===== config.mk =====
export PLATFORM = sky130hd
export DESIGN_NAME = wb_commit_queue
export DESIGN_NICKNAME = d
export VERILOG_FILES = /design/src/rtl/wb_commit_queue.sv
export SDC_FILE = /design/constraint.sdc
export NUM_CORES = 1
export LEC_CHECK = 0
export CAP_MARGIN = 5
export CELL_PAD_IN_SITES_DETAIL_PLACEMENT = 1
export CELL_PAD_IN_SITES_GLOBAL_PLACEMENT = 2
export CORE_ASPECT_RATIO = 0.6
export CORE_MARGIN = 1
export CORE_UTILIZATION = 40
export DETAILED_ROUTE_END_ITERATION = 7
export DONT_BUFFER_PORTS = 1
export GPL_ROUTABILITY_DRIVEN = 0
export PLACE_DENSITY_LB_ADDON = 0.1
export SYNTH_ARGS = -nofsm -noshare
export SYNTH_HDL_FRONTEND = slang
export SYNTH_SLANG_ARGS = --single-unit

===== constraint.sdc =====
create_clock -name clk -period 7.2 [get_ports clk]
set_clock_uncertainty 0.05 [all_clocks]
set_input_delay 1.44 -clock clk [delete_from_list [all_inputs] [get_ports clk]]
set_output_delay 1.44 -clock clk [all_outputs]
set_load 0.01 [all_outputs]

===== src/rtl/wb_commit_queue.sv =====
// In-order writeback commit queue: buffers retired instructions, commits them
// one per cycle to the register file / difftest, and forwards in-flight results.
module wb_commit_queue #(
  parameter int ADDR_W = 64,
  parameter int DATA_W = 64,
  parameter int INS_W  = 32,
  parameter int DEPTH  = 4
) (
  input  logic              clk,
  input  logic              reset,
  input  logic              in_valid,
  output logic              in_ready,
  input  logic [ADDR_W-1:0] in_pc,
  input  logic [INS_W-1:0]  in_ins,
  input  logic              in_wen,
  input  logic [4:0]        in_rd,
  input  logic [DATA_W-1:0] in_data,
  output logic              cmt_valid,
  input  logic              cmt_ready,
  output logic [ADDR_W-1:0] cmt_pc,
  output logic [INS_W-1:0]  cmt_ins,
  output logic              cmt_wen,
  output logic [4:0]        cmt_rd,
  output logic [DATA_W-1:0] cmt_data,
  output logic              rf_wen,
  output logic [4:0]        rf_waddr,
  output logic [DATA_W-1:0] rf_wdata,
  input  logic [4:0]        fwd_rs1,
  input  logic [4:0]        fwd_rs2,
  output logic              fwd_hit1,
  output logic              fwd_hit2,
  output logic [DATA_W-1:0] fwd_data1,
  output logic [DATA_W-1:0] fwd_data2,
  output logic [63:0]       cmt_cnt
);

  localparam int PTR_W = $clog2(DEPTH);
  localparam int CNT_W = PTR_W + 1;
  localparam logic [CNT_W-1:0] FULL = CNT_W'(DEPTH);

  typedef struct packed {
    logic [ADDR_W-1:0] pc;
    logic [INS_W-1:0]  ins;
    logic              wen;
    logic [4:0]        rd;
    logic [DATA_W-1:0] data;
  } entry_t;

  entry_t            mem [DEPTH];
  entry_t            head_ent;
  logic [PTR_W-1:0]  head, tail;
  logic [CNT_W-1:0]  count;
  logic [63:0]       cnt_q;
  logic              push, pop;

  assign in_ready  = (count != FULL);
  assign cmt_valid = (count != '0);
  assign push      = in_valid && in_ready;
  assign pop       = cmt_valid && cmt_ready;

  assign head_ent  = cmt_valid ? mem[head] : '0;
  assign cmt_pc    = head_ent.pc;
  assign cmt_ins   = head_ent.ins;
  assign cmt_wen   = head_ent.wen;
  assign cmt_rd    = head_ent.rd;
  assign cmt_data  = head_ent.data;

  // x0 is hardwired zero, so rd=0 entries retire without touching the regfile.
  assign rf_wen    = pop && head_ent.wen && (head_ent.rd != 5'd0);
  assign rf_waddr  = rf_wen ? head_ent.rd   : 5'd0;
  assign rf_wdata  = rf_wen ? head_ent.data : '0;
  assign cmt_cnt   = cnt_q;

  // NOTE: entry storage has no reset; an entry is only observed while count
  // says it is live, so clearing it would cost flops for no behavioural gain.
  always_ff @(posedge clk) begin
    if (push) mem[tail] <= '{pc: in_pc, ins: in_ins, wen: in_wen, rd: in_rd, data: in_data};
  end

  // NOTE: sequential state uses non-blocking assignments so every register
  // samples pre-edge values regardless of statement order.
  always_ff @(posedge clk or negedge reset) begin
    if (!reset) begin
      head  <= '0;
      tail  <= '0;
      count <= '0;
      cnt_q <= '0;
    end else begin
      if (push) tail <= tail + 1'b1;
      if (pop) begin
        head  <= head + 1'b1;
        cnt_q <= cnt_q + 64'd1;
      end
      case ({push, pop})
        2'b10:   count <= count + 1'b1;
        2'b01:   count <= count - 1'b1;
        default: count <= count;
      endcase
    end
  end

  // Scan oldest to youngest so the last match written is the youngest one.
  // NOTE: every output gets a default before the loop so no latch is inferred.
  always_comb begin
    logic [PTR_W-1:0] idx;
    idx       = '0;
    fwd_hit1  = 1'b0;
    fwd_hit2  = 1'b0;
    fwd_data1 = '0;
    fwd_data2 = '0;
    for (int i = 0; i < DEPTH; i++) begin
      idx = head + PTR_W'(i);
      if ((CNT_W'(i) < count) && mem[idx].wen) begin
        if ((fwd_rs1 != 5'd0) && (mem[idx].rd == fwd_rs1)) begin
          fwd_hit1  = 1'b1;
          fwd_data1 = mem[idx].data;
        end
        if ((fwd_rs2 != 5'd0) && (mem[idx].rd == fwd_rs2)) begin
          fwd_hit2  = 1'b1;
          fwd_data2 = mem[idx].data;
        end
      end
    end
  end

endmodule


==> reports/results.ini <==
[global_route]
grt.overflow.total = 0
antenna_found_initial = 1
grt_pass1_wl_um = 180000
grtUsageTotal_pct = 24.6
first_global_vias = 26600
grt_max_degree = 190

[setup_path]
worstPathArrival_ns = 5.04
r2r-start = count[0]
critPathMaxFanout = 42
cpLargestDelayFamily = compound AO/OA/AOI/OAI gates
timing.critical_path.from_type = register
critPathCaptureType = output port
required_ns = 5.71
worst-path-buf-inv = 1
slowest_delay_ns = 1.02
critPathSlowestCell = a311o_2
critPathKind = register to output port
startpoint = head[0]
path_cells = mux4_2 > xor2_1 > nor4_2 > a311o_2 > buf_4 > o221a_2 > o31ai_2

[status]
status = complete, no violations

[clocking]
cts_setup_buffers = 0
cts_inserted_buffers = 75
clk_path_buf_depth = 3
cts_resized = 0
cts_max_level = 3
cts_tree = yes
postCtsHoldBufs = 0
clkSinkCount = 735
cts-root-buf = clkbuf_16
clk_latency_ns = 0.66
clk_pin_slew_worst_paths_ns = 0.07

[timing]
maxSlewHeadroom_pct = 18.8
hold_violations = 0
fin_crit_ns = 6.53
finalSetupViolCount = 0
drv_slew = 0
rsz0062_at_grt = false
tns_ns = 0
tightest_slew_ns = 1.22
clock.fmax_ghz = 0.153
period_share_pct = 90.7

[placed_design]
hpwl_um = 78500
io_buffer_count = 0

[synthesis]
synthAdderAreaFrac_pct = 0.324
yosys_warnings = 0
yosysSeqAreaShare_pct = 56.2
synth_seq_cells = 735
async_reset_ff_share_pct = 9.66
synth_xor_area_share_pct = 2.43
synth_edf_count = 664
synthSimpleGateAreaFrac_pct = 12.7
synth_top_family_by_area = multiplexers
synth_area_sq_um = 38600
ys_top_cells_by_count = edfxtp_1 (664), nor2_1 (461), nand2_1 (240)
yosys.cell_count.top_type = edfxtp_1
ys_types = 59
synth-compound-area-share_pct = 10.3
avgSynthCellArea_sq_um = 12.2
ys_top_cells_by_area = edfxtp_1 (52%), mux4_2 (6.9%), dfrtp_1 (4.6%)
synthMuxAreaShare_pct = 14.1
synth_top_area_share_pct = 51.6
yosysTopAreaCell = edfxtp_1
synth_ff_type = edfxtp_1
synth_cells = 3162
synth_nets = 3352

[power]
p_leak_nw = 14.3
p_sw_share_pct = 42.4
internal-power_w = 0.0106
clkPwrFrac_pct = 21.7
power_density_nw_per_um2 = 435
vdd_ir_drop_max_mv = 0.285
finalPower_w = 0.0183
switchingPower_w = 0.00776
combPwrFrac_pct = 45.9
pwr-share-seq_pct = 32.4

[routing]
routed_via_density = 5.88
route.met2.wl_um = 61800
first_iter_violations = 1523
first_pass_iters = 5
routed-wl-met3_um = 6240
vias = 25700
wl_per_cell_um = 28.0
drc_errors = 0
m1WireLength_um = 51400
antenna_left = 0
top_layer_used = met4
wl_um = 122000

[die]
chipWidth_um = 403
dieArea_sq_um = 97800
io_pins = 612
rows = 87
die_h_um = 243
start_util_pct = 40.7
core_sq_um = 94800

[finish]
layout-drive-gt1-share_pct = 17.5
antenna_cells = 0
postLayoutCoreUtil_pct = 44.4
multiInputGateArea_sq_um = 15500
fillers = 9710
seqCellArea_sq_um = 21700
area_growth_pct = 9.11
finish.net_count = 3200

[worst_hold_path]
hold_path.class = input port to asynchronous set/reset pin

[flow_run]
max_cap_violations = 0

-- registers in the layout, indices dropped and copies added, names as in the netlist --
name and count:
mem 664, count 3, head 2, cmt_cnt 64
tail 2
-- layout by cell type (no fill, tap or decap), types with 67 or more instances in the layout --
cell       instances
a21oi_1          185
and2_1           112
clkbuf_16         76
dfrtp_1           69
edfxtp_1         664
inv_1             90
mux2_2           126
mux2i_1          132
mux4_2           119
nand2_1          239
nor2_1           459
o21ai_0           67
xnor2_1           68
-- metrics by stage --
step / hold slack (ns) / setup slack, ns / instances / instance area (sq um)
after floorplan: 0.454 / 1.31 / 3162 / 38600
after global placement: 0.484 / 1.46 / 4223 / 39600
after detailed placement: 0.483 / 1.42 / 4223 / 39600
after CTS: 0.357 / 0.691 / 4361 / 42100
after global routing: 0.358 / 0.456 / 4361 / 42100
final: 0.415 / 0.670 / 4361 / 42100
-- power groups by stage --
stage | clock network (W) | registers [W] | logic (W)
finish | 0.00398 | 0.00593 | 0.00842
global route | 0.00422 | 0.00601 | 0.00906
CTS | 0.00409 | 0.00594 | 0.00850
detailed placement | 0 | 0.00602 | 0.00847
global placement | 0 | 0.00596 | 0.00834
floorplan | 0 | 0.00592 | 0.00629
-- final timing paths --
| path | endpoint | slack, ns | cells after the start |
|---|---|---|---|
| max in group asynchronous | cmt_cnt[49] | 6.52 | 0 |
| worst max register to register | cmt_cnt[45] | 3.42 | 8 |
| worst max-delay path | fwd_data2[26] | 0.67 | 7 |
| worst min register to register | cmt_cnt[63] | 0.49 | 1 |
| min in group clk | cmt_cnt[63] | 0.49 | 1 |
| worst min-delay path | cmt_cnt[30] | 0.42 | 0 |
-- logic make-up after synthesis --
| group | after synthesis |
|---|---|
| multiplexers | 378 |
| AND/OR/NAND/NOR | 1049 |
| XOR/XNOR | 107 |
| AO/OA/AOI/OAI | 529 |
| buffers and inverters | 354 |
| flip-flops | 735 |
| adder cells (fa/ha/maj) | 10 |
-- metal layers --
layer,vias to the layer above,GRT usage [%]
met2,626,42.7
met1,13400,31.1
met3,164,5.24
li1,11500,-
met5,-,0
met4,0,6.27
-- layout make-up --
cell class,instances,area share (%)
Sequential cell,735,51.6
Clock buffer,88,4.67
Tap cell,1290,3.83
Timing Repair Buffer,33,1.03
Multi-Input combinational cell,2073,36.8
Inverter,92,0.832
Clock inverter,50,1.26
-- worst reg2reg max path, cell delays in order, from the launching register on --
cell      delay, ns
dfrtp_1        0.48
inv_1          0.11
ha_1           0.25
nor2b_4        0.15
nor4bb_1       0.94
and3_1         0.42
nand4_1        0.63
nor4_1         0.51
xor2_1         0.17
(Power assumes the default switching activity.)
